### src/rtl/ov7670_emulator_pkg.sv
// Shared types and default timing for the OV7670 camera-bus emulator.
// Holds the FSM encoding, pattern-select codes, chroma constant and counter widths.
package ov7670_emulator_pkg;

    typedef enum logic [2:0] {
        ST_IDLE,
        ST_VSYNC,
        ST_VFRONT,
        ST_ACTIVE,
        ST_HBLANK,
        ST_VBACK
    } state_t;

    typedef enum logic [1:0] {
        PAT_SOLID   = 2'd0,
        PAT_INDEX   = 2'd1,
        PAT_CHECKER = 2'd2,
        PAT_EXT     = 2'd3
    } pattern_t;

    localparam logic [7:0] CHROMA = 8'h80;

    localparam int DEF_H_ACTIVE  = 640;
    localparam int DEF_V_ACTIVE  = 480;
    localparam int DEF_H_BLANK   = 144;
    localparam int DEF_VSYNC_LEN = 3;
    localparam int DEF_V_FRONT   = 17;
    localparam int DEF_V_BACK    = 10;

    localparam int BYTE_W = 11;
    localparam int LINE_W = 10;

endpackage

### src/rtl/ov7670_pattern_gen.sv
// Luma source for the emulator: solid, pixel-index ramp, 8x8 checker or external byte.
module ov7670_pattern_gen
    import ov7670_emulator_pkg::*;
(
    input  logic [1:0]        sel,
    input  logic [BYTE_W-2:0] pixel,
    input  logic [LINE_W-1:0] line,
    input  logic [7:0]        SolidY,
    input  logic [7:0]        PixelIn,
    output logic [7:0]        Y
);

    logic w_unused;
    assign w_unused = ^{pixel[BYTE_W-2:8], line[LINE_W-1:4], line[2:0]};

    always_comb begin
        Y = '0;
        case (pattern_t'(sel))
            PAT_SOLID:   Y = SolidY;
            PAT_INDEX:   Y = pixel[7:0];
            PAT_CHECKER: Y = (pixel[3] ^ line[3]) ? 8'hFF : 8'h00;
            PAT_EXT:     Y = PixelIn;
            default:     Y = '0;
        endcase
    end

endmodule

### src/rtl/ov7670_emulator.sv
// OV7670-style YUV422 camera bus generator: PCLK = Clock/2, VSYNC/HREF/D framing.
// All bus state advances on "ticks" (PCLK 1->0) so data is stable at PCLK rise.
module ov7670_emulator
    import ov7670_emulator_pkg::*;
#(
    parameter int H_ACTIVE  = DEF_H_ACTIVE,
    parameter int V_ACTIVE  = DEF_V_ACTIVE,
    parameter int H_BLANK   = DEF_H_BLANK,
    parameter int VSYNC_LEN = DEF_VSYNC_LEN,
    parameter int V_FRONT   = DEF_V_FRONT,
    parameter int V_BACK    = DEF_V_BACK
) (
    input  logic        Clock,
    input  logic        Reset,
    input  logic        Enable,
    input  logic [1:0]  PatternSel,
    input  logic [7:0]  SolidY,
    input  logic [7:0]  PixelIn,
    output logic        PCLK,
    output logic        VSYNC,
    output logic        HREF,
    output logic [7:0]  D,
    output logic        PixelReq,
    output logic        FrameDone,
    output logic [15:0] FrameCount
);

    localparam logic [BYTE_W-1:0] LP_LAST   = BYTE_W'(2 * H_ACTIVE + H_BLANK - 1);
    localparam logic [BYTE_W-1:0] ACT_LAST  = BYTE_W'(2 * H_ACTIVE - 1);
    localparam logic [BYTE_W-1:0] HBL_LAST  = BYTE_W'(H_BLANK - 1);
    localparam logic [LINE_W-1:0] VS_LAST   = LINE_W'(VSYNC_LEN - 1);
    localparam logic [LINE_W-1:0] VF_LAST   = LINE_W'(V_FRONT - 1);
    localparam logic [LINE_W-1:0] VB_LAST   = LINE_W'(V_BACK - 1);
    localparam logic [LINE_W-1:0] LINE_LAST = LINE_W'(V_ACTIVE - 1);

    state_t              r_state;
    pattern_t            r_sel;
    logic [7:0]          r_solid;
    logic                r_pclk;
    logic                r_vsync;
    logic                r_href;
    logic [7:0]          r_d;
    logic                r_pix_req;
    logic                r_frame_done;
    logic [15:0]         r_frame_count;
    logic [BYTE_W-1:0]   r_byte;
    logic [LINE_W-1:0]   r_line;

    logic                w_tick;
    logic [LINE_W-1:0]   w_blank_last;
    logic                w_blank_end;
    logic                w_launch;
    logic [7:0]          w_luma;

    assign w_tick = r_pclk;

    // In blanking states r_byte counts ticks within a line period and r_line counts line periods.
    always_comb begin
        w_blank_last = VS_LAST;
        case (r_state)
            ST_VFRONT: w_blank_last = VF_LAST;
            ST_VBACK:  w_blank_last = VB_LAST;
            default:   w_blank_last = VS_LAST;
        endcase
    end

    assign w_blank_end = (r_byte == LP_LAST) && (r_line == w_blank_last);
    assign w_launch    = Enable && ((r_state == ST_IDLE) || (r_state == ST_VBACK && w_blank_end));

    // An even byte index means the next tick emits the luma of pixel r_byte/2.
    ov7670_pattern_gen u_pattern (
        .sel     (r_sel),
        .pixel   (r_byte[BYTE_W-1:1]),
        .line    (r_line),
        .SolidY  (r_solid),
        .PixelIn (PixelIn),
        .Y       (w_luma)
    );

    always_ff @(posedge Clock or posedge Reset) begin
        if (Reset) begin
            r_state       <= ST_IDLE;
            r_sel         <= PAT_SOLID;
            r_solid       <= '0;
            r_pclk        <= 1'b0;
            r_vsync       <= 1'b0;
            r_href        <= 1'b0;
            r_d           <= '0;
            r_pix_req     <= 1'b0;
            r_frame_done  <= 1'b0;
            r_frame_count <= '0;
            r_byte        <= '0;
            r_line        <= '0;
        end else begin
            r_pclk       <= ~r_pclk;
            r_frame_done <= 1'b0;
            r_pix_req    <= !r_pclk && (r_state == ST_ACTIVE) && !r_byte[0] && (r_sel == PAT_EXT);

            if (w_tick) begin
                r_byte <= r_byte + BYTE_W'(1);
                case (r_state)
                    ST_IDLE: begin
                        r_byte <= '0;
                    end
                    ST_VSYNC, ST_VFRONT, ST_VBACK: begin
                        if (r_byte == LP_LAST) begin
                            r_byte <= '0;
                            r_line <= r_line + LINE_W'(1);
                        end
                        if (w_blank_end) begin
                            r_line <= '0;
                            if (r_state == ST_VSYNC) begin
                                r_state <= ST_VFRONT;
                                r_vsync <= 1'b0;
                            end else if (r_state == ST_VFRONT) begin
                                r_state <= ST_ACTIVE;
                                r_href  <= 1'b1;
                                r_d     <= CHROMA;
                            end else begin
                                r_state       <= ST_IDLE;
                                r_frame_done  <= 1'b1;
                                r_frame_count <= r_frame_count + 16'd1;
                            end
                        end
                    end
                    ST_ACTIVE: begin
                        if (r_byte == ACT_LAST) begin
                            r_state <= ST_HBLANK;
                            r_href  <= 1'b0;
                            r_d     <= '0;
                            r_byte  <= '0;
                        end else begin
                            r_d <= r_byte[0] ? CHROMA : w_luma;
                        end
                    end
                    ST_HBLANK: begin
                        if (r_byte == HBL_LAST) begin
                            r_byte <= '0;
                            if (r_line == LINE_LAST) begin
                                r_state <= ST_VBACK;
                                r_line  <= '0;
                            end else begin
                                r_state <= ST_ACTIVE;
                                r_href  <= 1'b1;
                                r_d     <= CHROMA;
                                r_line  <= r_line + LINE_W'(1);
                            end
                        end
                    end
                    default: r_state <= ST_IDLE;
                endcase

                // Frame start from IDLE or straight after VBACK overrides the moves above.
                if (w_launch) begin
                    r_state <= ST_VSYNC;
                    r_vsync <= 1'b1;
                    r_byte  <= '0;
                    r_line  <= '0;
                    r_sel   <= pattern_t'(PatternSel);
                    r_solid <= SolidY;
                end
            end
        end
    end

    assign PCLK       = r_pclk;
    assign VSYNC      = r_vsync;
    assign HREF       = r_href;
    assign D          = r_d;
    assign PixelReq   = r_pix_req;
    assign FrameDone  = r_frame_done;
    assign FrameCount = r_frame_count;

endmodule
### config.mk
export PLATFORM = sky130hd
export DESIGN_NAME = ov7670_emulator
export DESIGN_NICKNAME = d
export VERILOG_FILES = /design/src/rtl/ov7670_emulator_pkg.sv /design/src/rtl/ov7670_pattern_gen.sv /design/src/rtl/ov7670_emulator.sv
export SDC_FILE = /design/constraint.sdc
export NUM_CORES = 1
export LEC_CHECK = 0
export CAP_MARGIN = 20
export CELL_PAD_IN_SITES_DETAIL_PLACEMENT = 1
export CELL_PAD_IN_SITES_GLOBAL_PLACEMENT = 2
export CORE_UTILIZATION = 35
export DETAILED_ROUTE_END_ITERATION = 10
export PLACE_DENSITY = 0.85
export SETUP_SLACK_MARGIN = 0.15
export SLEW_MARGIN = 20
export SYNTH_ARGS = -nofsm -noshare
export SYNTH_HDL_FRONTEND = slang
export SYNTH_SLANG_ARGS = --single-unit
### constraint.sdc
create_clock -name Clock -period 5.9 [get_ports Clock]
set_clock_uncertainty 0.05 [all_clocks]
set_input_delay 1.18 -clock Clock [delete_from_list [all_inputs] [get_ports Clock]]
set_output_delay 1.18 -clock Clock [all_outputs]
set_load 0.01 [all_outputs]
==> results.tsv <==
metric	value	unit
outcome	finished clean	
grt_first_pass_wirelength	14.9	mm
setup_violations	0	
fin_crit	3.44	ns
antenna_cells	0	
cp_data_arrival_time	3.63	ns
die-width	101	um
timing_worst_slew_pin_value	1.05	ns
clk_pin_slew	0.08	ns
grt_util_met2	0.312	
syn_area	3460	um^2
setup_tns	0	ns
use_met1	0.245	
first_pass_iters	4	
worst_setup_path_end_kind	flip-flop	
wl	8.84	mm
numCtsBuffers	9	
cts-resized-gates	0	
holdCritPathClass	reg -> reg	
grt_max_degree	64	
nets	416	
crit_fanout	12	
synth_commonest_cells	dfrtp_1, nand2_1, nor2_1	
ios	50	
die_area	10300	um^2
syn_area_per_cell	9.93	um^2
final-max-slew-violation-count	0	
synth_ff_type	dfrtp_1	
p_leak	0.00180	uW
peakVddDrop	113	uV
grt_overflow	0	
grt_pass1_vias	2976	
synthDominantCellAreaShare	0.455	
route.detailed.drc	0	
path_buf_inv	0	
ant_nets	0	
multi_input_area	1780	um^2
maxCapViolCount	0	
wl_per_cell	16.8	um
ys_async_sr_fraction	1.00	
cp-start-kind	flip-flop	
dp_hpwl	6.24	mm
cp_slowest_stage_delay	0.77	ns
final_layout_size_suffix_gt1_frac	0.0907	
worstSetupPathType	reg -> reg	
cts_max_path_buffers	2	
hold_viol	0	
post_cts_buffers	0	
yosysSeqAreaShare	0.455	
met3_usage	0.0469	
synth_warnings	0	
fillers	1081	
synthMostInstantiatedCell	dfrtp_1	
synth_top_area_cell	dfrtp_1	
grt_usage	0.188	
synth_seq_cells	63	
clk_latency	0.35	ns
top_usage_layer	met2	
seq_area	1580	um^2
slowest_stage	a211oi_2	
ys_types	57	
drt_iter0_drc	94	
syn_inst	349	
powerDensity	206	nW/um^2
timing.final.crit_share	0.584	
critPathTopFamily	compound AO/OA/AOI/OAI gates	
die_y	101	um
start_util	0.368	
clock-root-buffer	clkbuf_8	
cts-htree-levels	3	
gp_congestion	0.784	
antenna_found_initial	0	
synth-edff-count	0	
cts_sinks	63	
maxSlewHeadroom	0.301	
cts_tree	yes	
num_vias	2844	
power	880	uW
core_area	9420	um^2
area_delta_synth_final	23.3	%
avgViaCountPerCell	5.41	
worstPathRequired	6.09	ns
holdBufCountCts	0	
io_buffers	49	
max_freq	0.290	GHz
rows	35	
path_cells	ha_1 -> or4b_1 -> or3_4 -> a211o_1 -> a211oi_2 -> nand2_1 -> a22o_1	
rsz0062_at_grt	no	
synth.area.top_cells	dfrtp_1, mux2_2, nand2_1	
synth_fp_nets	373	
sequential cells by signal, summed over array words and instances, names as in the netlist:
signal      count
VSYNC           1
HREF            1
r_solid         8
FrameCount     16
r_state         3
PixelReq        1
r_sel           2
D               8
PCLK            1
r_line         10
FrameDone       1
r_byte         11
final timing paths:
check	start	end	slack [ns]	cells past startpoint
setup / recovery	r_byte[0]	HREF	2.46	7
hold / removal	FrameCount[15]	FrameCount[15]	0.42	1
setup reg to reg	r_byte[0]	HREF	2.46	7
hold reg to reg	FrameCount[15]	FrameCount[15]	0.42	1
max in group asynchronous	Reset	r_line[8]	3.91	3
min in group asynchronous	Reset	FrameCount[13]	1.36	3
per-layer routing:
metal	vias to the layer above	routed length, um
met4	0	87
met2	52	4350
li1	1358	-
met1	1423	4110
met3	11	293
met5	-	0
worst reg2reg max path, stage by stage, from the launching register on:
cell and delay, ns:
dfrtp_1 0.47, ha_1 0.26, or4b_1 0.53, or3_4 0.41
a211o_1 0.35, a211oi_2 0.77, nand2_1 0.24, a22o_1 0.25
area by class of cell:
| cell class | count | share of cell area |
|---|---|---|
| clock buffers | 10 | 0.0299 |
| multi-input cells | 259 | 0.416 |
| clock inverters | 6 | 0.0220 |
| inverters | 8 | 0.00703 |
| flip-flops and latches | 63 | 0.369 |
| well taps | 129 | 0.0378 |
| repair buffers | 51 | 0.118 |
where the power goes:
group | total, uW | switching, uW | internal [uW] | leakage [uW]
logic | 23.3 | 11.2 | 12.1 | 0.000855
clock network | 425 | 184 | 241 | 0.000107
registers | 432 | 0 | 432 | 0.000840
total | 880 | 195 | 685 | 0.00180
kinds of logic after synthesis:
family | count (synthesis) | synth area share
AO/OA/AOI/OAI | 76 | 0.162
XOR/XNOR | 24 | 0.0607
adder cells (fa/ha/maj) | 3 | 0.0108
flip-flops | 63 | 0.455
AND/OR/NAND/NOR | 134 | 0.205
multiplexers | 22 | 0.0740
buffers and inverters | 27 | 0.0321
cells in the final DEF (no fill, tap or decap), types with 3 or more instances in the layout:
cell             synthesis  final
and3_1                   6      6
nor2_1                  19     19
xnor2_1                 11     11
or3_1                    4      4
nor4_1                   3      3
clkdlybuf4s50_1          0     49
nor3_1                  16     16
a22oi_1                  5      5
inv_1                    7      6
clkbuf_8                 0      9
dfrtp_1                 63     63
xor2_1                  13     13
mux2_2                  12     12
nand3_1                 14     14
mux2_1                   7      7
a21o_1                  13     13
nor2b_1                  7      7
a21oi_1                 16     16
nand2b_1                 4      4
ha_1                     3      3
and4_1                   5      5
nand4_1                  9      9
o21ai_0                  9      9
nand2_1                 33     33
a22o_1                   7      7
metrics by stage:
step           cell area, um^2  hold WS (ns)   util  instances  worst slack, ns
2_1_floorplan             3460         0.426      -        349             3.10
3_3_place_gp              4050         0.406  0.430        510             2.41
3_5_place_dp              4050         0.416  0.430        510             2.31
4_1_cts                   4270         0.428  0.454        526             2.44
5_1_grt                   4270         0.448  0.454        526             2.25
6_report                  4270         0.423  0.454        526             2.46
Note: power is estimated with default switching activity, not from simulation.
